<file path="src/rtl/ccta_pkg.sv">
// Shared types and helpers for the CCTA window accumulator: widths, FSM state
// enum and the bundled per-window statistics.
package ccta_pkg;

  localparam int Q_W   = 5;
  localparam int SUM_W = 13;

  typedef enum logic {
    ST_EMPTY = 1'b0,
    ST_ACCUM = 1'b1
  } state_t;

  typedef struct packed {
    logic [SUM_W-1:0] sum;
    logic [Q_W-1:0]   min_val;
    logic [Q_W-1:0]   max_val;
    logic [7:0]       count;
    logic             mode;
  } win_stats_t;

  function automatic win_stats_t start_stats(input logic [Q_W-1:0] q, input logic mode);
    win_stats_t s;
    s.sum     = {{(SUM_W-Q_W){1'b0}}, q};
    s.min_val = q;
    s.max_val = q;
    s.count   = 8'd1;
    s.mode    = mode;
    return s;
  endfunction

  // Fold one more sample into running stats; min/max are unsigned compares.
  function automatic win_stats_t fold_stats(input win_stats_t s, input logic [Q_W-1:0] q);
    win_stats_t r;
    r         = s;
    r.sum     = s.sum + {{(SUM_W-Q_W){1'b0}}, q};
    r.min_val = (q < s.min_val) ? q : s.min_val;
    r.max_val = (q > s.max_val) ? q : s.max_val;
    r.count   = s.count + 8'd1;
    return r;
  endfunction

endpackage

</file>
<file path="src/rtl/ccta_out_hold.sv">
// One-deep valid/ready holding register for finished windows, with a sticky
// overrun flag raised when a window arrives while the held one is stalled.
module ccta_out_hold
  import ccta_pkg::*;
(
  input  logic       clk,
  input  logic       rst,
  input  logic       clr,
  input  logic       load,
  input  win_stats_t load_stats,
  input  logic       out_ready,
  output logic       out_valid,
  output win_stats_t out_stats,
  output logic       overrun
);

  logic       valid_q, valid_d;
  logic       overrun_q, overrun_d;
  win_stats_t stats_q, stats_d;

  // A load replaces the held window only if the slot is free or is being
  // retired on this same edge; otherwise the new window is dropped.
  always_comb begin
    valid_d   = valid_q;
    stats_d   = stats_q;
    overrun_d = overrun_q;
    if (load) begin
      if (!valid_q || out_ready) begin
        valid_d = 1'b1;
        stats_d = load_stats;
      end else begin
        overrun_d = 1'b1;
      end
    end else if (valid_q && out_ready) begin
      valid_d = 1'b0;
    end
    if (clr) begin
      overrun_d = 1'b0;
    end
  end

  always_ff @(posedge clk or posedge rst) begin
    if (rst) begin
      valid_q   <= 1'b0;
      stats_q   <= '0;
      overrun_q <= 1'b0;
    end else begin
      valid_q   <= valid_d;
      stats_q   <= stats_d;
      overrun_q <= overrun_d;
    end
  end

  assign out_valid = valid_q;
  assign out_stats = stats_q;
  assign overrun   = overrun_q;

endmodule

</file>
<file path="src/rtl/ccta_window_accum.sv">
// Accumulates CCTA result samples into windows (sum/min/max/count/mode),
// closing on a full window or a mode change, and hands them to ccta_out_hold.
module ccta_window_accum #(
  parameter int WIN_LEN = 8,
  parameter int Q_W     = 5,
  parameter int SUM_W   = 13
) (
  input  logic             clk,
  input  logic             rst,
  input  logic [Q_W-1:0]   q_in,
  input  logic             q_valid,
  input  logic             ctrl_in,
  input  logic             clr,
  output logic             out_valid,
  input  logic             out_ready,
  output logic [SUM_W-1:0] out_sum,
  output logic [Q_W-1:0]   out_min,
  output logic [Q_W-1:0]   out_max,
  output logic [7:0]       out_count,
  output logic             out_mode,
  output logic             overrun
);

  import ccta_pkg::*;

  localparam logic [7:0] WIN_CNT = 8'(WIN_LEN);

  state_t     state_q, state_d;
  win_stats_t acc_q, acc_d;
  win_stats_t upd;
  win_stats_t close_stats;
  win_stats_t hold_stats;
  logic       load;

  // clr wins over q_valid; a mode change closes the current stats and the
  // triggering sample seeds the next window without leaving ST_ACCUM.
  always_comb begin
    state_d     = state_q;
    acc_d       = acc_q;
    load        = 1'b0;
    close_stats = acc_q;
    upd         = fold_stats(acc_q, q_in);
    if (clr) begin
      state_d = ST_EMPTY;
      acc_d   = '0;
    end else if (q_valid) begin
      case (state_q)
        ST_EMPTY: begin
          acc_d   = start_stats(q_in, ctrl_in);
          state_d = ST_ACCUM;
        end
        ST_ACCUM: begin
          if (ctrl_in == acc_q.mode) begin
            if (upd.count == WIN_CNT) begin
              close_stats = upd;
              load        = 1'b1;
              acc_d       = '0;
              state_d     = ST_EMPTY;
            end else begin
              acc_d = upd;
            end
          end else begin
            close_stats = acc_q;
            load        = 1'b1;
            acc_d       = start_stats(q_in, ctrl_in);
          end
        end
        default: state_d = ST_EMPTY;
      endcase
    end
  end

  always_ff @(posedge clk or posedge rst) begin
    if (rst) begin
      state_q <= ST_EMPTY;
      acc_q   <= '0;
    end else begin
      state_q <= state_d;
      acc_q   <= acc_d;
    end
  end

  ccta_out_hold u_out_hold (
    .clk        (clk),
    .rst        (rst),
    .clr        (clr),
    .load       (load),
    .load_stats (close_stats),
    .out_ready  (out_ready),
    .out_valid  (out_valid),
    .out_stats  (hold_stats),
    .overrun    (overrun)
  );

  assign out_sum   = hold_stats.sum;
  assign out_min   = hold_stats.min_val;
  assign out_max   = hold_stats.max_val;
  assign out_count = hold_stats.count;
  assign out_mode  = hold_stats.mode;

endmodule
</file>
<file path="config.mk">
export PLATFORM = sky130hd
export DESIGN_NAME = ccta_window_accum
export DESIGN_NICKNAME = d
export VERILOG_FILES = /design/src/rtl/ccta_pkg.sv /design/src/rtl/ccta_out_hold.sv /design/src/rtl/ccta_window_accum.sv
export SDC_FILE = /design/constraint.sdc
export NUM_CORES = 1
export LEC_CHECK = 0
export ABC_AREA = 1
export CAP_MARGIN = 20
export CELL_PAD_IN_SITES_DETAIL_PLACEMENT = 1
export CELL_PAD_IN_SITES_GLOBAL_PLACEMENT = 1
export CORE_ASPECT_RATIO = 0.75
export CORE_MARGIN = 1
export CORE_UTILIZATION = 45
export CTS_CLUSTER_DIAMETER = 120
export DETAILED_ROUTE_END_ITERATION = 8
export PLACE_DENSITY_LB_ADDON = 0.05
export RECOVER_POWER = 25
export SLEW_MARGIN = 20
export SYNTH_ARGS = -nofsm -noshare
export SYNTH_HDL_FRONTEND = slang
export SYNTH_SLANG_ARGS = --single-unit
</file>
<file path="constraint.sdc">
create_clock -name clk -period 3.15 [get_ports clk]
set_input_delay 0.315 -clock clk [delete_from_list [all_inputs] [get_ports clk]]
set_output_delay 0.315 -clock clk [all_outputs]
set_load 0.01 [all_outputs]
</file>
==> flow_metrics.tcl <==
set metrics [dict create \
    grt_remaining_overflow 0 \
    syn_nets 566 \
    synth_ff_type "dfrtp_1" \
    antenna_cells 0 \
    avgRoutedWirePerCell_um 18.0 \
    synthTopCellsByArea "dfrtp_1, nand2_1, o21ai_0" \
    maxCapViolCount 0 \
    cts_inserted_buffers 9 \
    root_buffer "clkbuf_16" \
    yosysMostFrequentCell "nand2_1" \
    first_pass_iters 7 \
    cts_max_level 3 \
    vias 3843 \
    cts.path.max_buffers 2 \
    peakVddDrop_uv 436 \
    fillCellCount 1106 \
    worstSetupPathType "reg2reg" \
    hold_ws_ns 0.475 \
    cp-start-kind "register" \
    start_util_pct 47.1 \
    async_flop_share_pct 100 \
    failed_checks "DRC" \
    ys_types 29 \
    synth_area_mm2 0.00404 \
    crit_buf_inv 1 \
    clkSinkCount 67 \
    clock_skew_ns 0.00386 \
    critPathRequiredTime_ns 3.43 \
    dieWidth_um 111 \
    period_minus_slack_ns 2.71 \
    setup_tns_ns 0 \
    cts_hold_buf 0 \
    core_mm2 0.00856 \
    grt_pass1_wl_um 21100 \
    timing.fmax_mhz 369 \
    ant_nets 0 \
    path_clk_slew_ns 0.05 \
    p_leak_nw 2.38 \
    drc 8 \
    crit_chain "ha_1 > nand2_1 > nor2_1 > nand2_1 > nand2_1 > nand2_1 > nor2_2 > nand2_4 > nand2_4 > nand3_2 > clkinv_2 > nand3_1 > nand2_1" \
    setup_viol 0 \
    netlist_instances 537 \
    tritoncts "built" \
    grt_pass1_vias 4167 \
    syn_avg_cell_area_um2 7.51 \
    rsz0062_at_grt "no" \
    finalHoldViolCount 0 \
    slew_headroom_pct 21.6 \
    area_growth_syn_to_layout_pct 20.2 \
    grt_usage_pct 29.1 \
    max_stage_delay_ns 0.49 \
    synthTopCellsByCount "nand2_1, dfrtp_1, o21ai_0" \
    powerDensity_mw_per_mm2 552 \
    drv_slew 0 \
    cts_resized 0 \
    portBuffers 44 \
    hp-class "reg2reg" \
    worstSkewPairLatency_ns 0.34 \
    pin_count 45 \
    postCtsSetupRepairBufs 0 \
    cp-end-kind "register" \
    status "finished, violations left" \
    rows 29 \
    yosysTopAreaCell "dfrtp_1" \
    yosysWarnings 0 \
    cpLargestDelayFamily "simple AND/OR/NAND/NOR gates" \
    via_per_inst 5.54 \
    antenna_found_initial 0 \
    die_y_um 84.0 \
    nNetsFinal 611 \
    drive_above_1_share_pct 7.34 \
    power_mw 2.68 \
    crit_path_frequent_cell "nand2_1" \
    synth_edf_count 0 \
    synth_top_area_share_pct 41.6 \
    worst_pin_slew_ns 1.17 \
    hpwlAfterDp_um 8960 \
    post-route-period-util_pct 85.9 \
    arrival_ns 2.98 \
    dieArea_mm2 0.00935 \
    ys_seq_elements 67 \
    drt-initial-drc-count 178 \
    worst-path-max-fanout 17 \
    drt-total-wl_um 12500 \
    grt_max_degree 41 \
    critPathSlowestCell "dfrtp_1" \
    ys_seq_area_share_pct 41.6 \
    routabilityCongestion 0.918 \
]
worst register-to-register path, stage by stage (launching register included):
cell      delay [ns]
dfrtp_1         0.49
ha_1            0.29
nand2_1         0.08
nor2_1          0.18
nand2_1         0.10
nand2_1         0.07
nand2_1         0.06
nor2_2          0.15
nand2_4         0.17
nand2_4         0.17
nand3_2         0.28
clkinv_2        0.35
nand3_1         0.18
nand2_1         0.10
final cells by class:
type	instances	area, µm²	share of cell area (%)
multi-input cells	396	2030	41.9
well taps	108	135	2.78
inverters	59	223	4.59
repair buffers	49	475	9.80
clock buffers	13	250	5.16
flip-flops and latches	67	1680	34.6
clock inverters	2	60.1	1.24
flip-flops by register name (all words and copies together), names as in the netlist:
signal and count:
u_out_hold.overrun 1, acc_q 32, u_out_hold.out_stats 32, state_q 1, u_out_hold.out_valid 1
layout by cell type, fill, tap and decap left out, types with 8 or more instances in the layout:
| cell type | count |
|---|---|
| nand2_1 | 179 |
| dfrtp_1 | 67 |
| o21ai_0 | 56 |
| inv_1 | 55 |
| nand3_1 | 48 |
| clkdlybuf4s50_1 | 43 |
| nor2_1 | 25 |
| ha_1 | 17 |
| xor2_1 | 14 |
| clkbuf_16 | 9 |
| a21oi_1 | 8 |
| o22ai_1 | 8 |
logic make-up after synthesis:
kind of cell,count (synthesis),share of synthesized area (%)
XOR/XNOR,14,3.04
buffers and inverters,74,8.09
AND/OR/NAND/NOR,279,30.0
adder cells (fa/ha/maj),18,5.77
AO/OA/AOI/OAI,85,11.5
flip-flops,67,41.6
per-stage QoR:
step / util, % / instance area (µm²) / instances / worst slack (ns)
after floorplan: - / 4040 / 537 / 1.15
after global placement: 53.2 / 4560 / 679 / 0.416
after detailed placement: 53.2 / 4560 / 679 / 0.319
after CTS: 56.8 / 4870 / 694 / 0.423
after global routing: 56.7 / 4850 / 694 / 0.200
final: 56.7 / 4850 / 694 / 0.443
worst paths after layout:
check	slack (ns)	start	cells after the start	endpoint
max	0.44	acc_q[1]	13	u_out_hold.out_stats[10]
min	0.47	u_out_hold.out_stats[26]	2	u_out_hold.out_stats[26]
max reg2reg	0.44	acc_q[1]	13	u_out_hold.out_stats[10]
min reg2reg	0.47	u_out_hold.out_stats[26]	2	u_out_hold.out_stats[26]
max in group asynchronous	0.80	rst	3	u_out_hold.out_stats[27]
min in group asynchronous	0.72	rst	2	u_out_hold.out_stats[21]
where the power goes:
group          internal (mW)  switching, mW  total [mW]  leakage [nW]
sequential             0.950         0.0555        1.01         0.902
clock                  0.711          0.375        1.09         0.150
combinational          0.240          0.347       0.587          1.33
total                   1.90          0.777        2.68          2.38
layer usage:
metal  GRT usage [%]  wire length [µm]  vias up
li1                -                 -     1826
met4            12.4               303        0
met5               0                 0        -
met2            47.8              5960       82
met1            37.4              5790     1908
met3            5.81               451       27
Note: power is estimated with default switching activity, not from simulation.
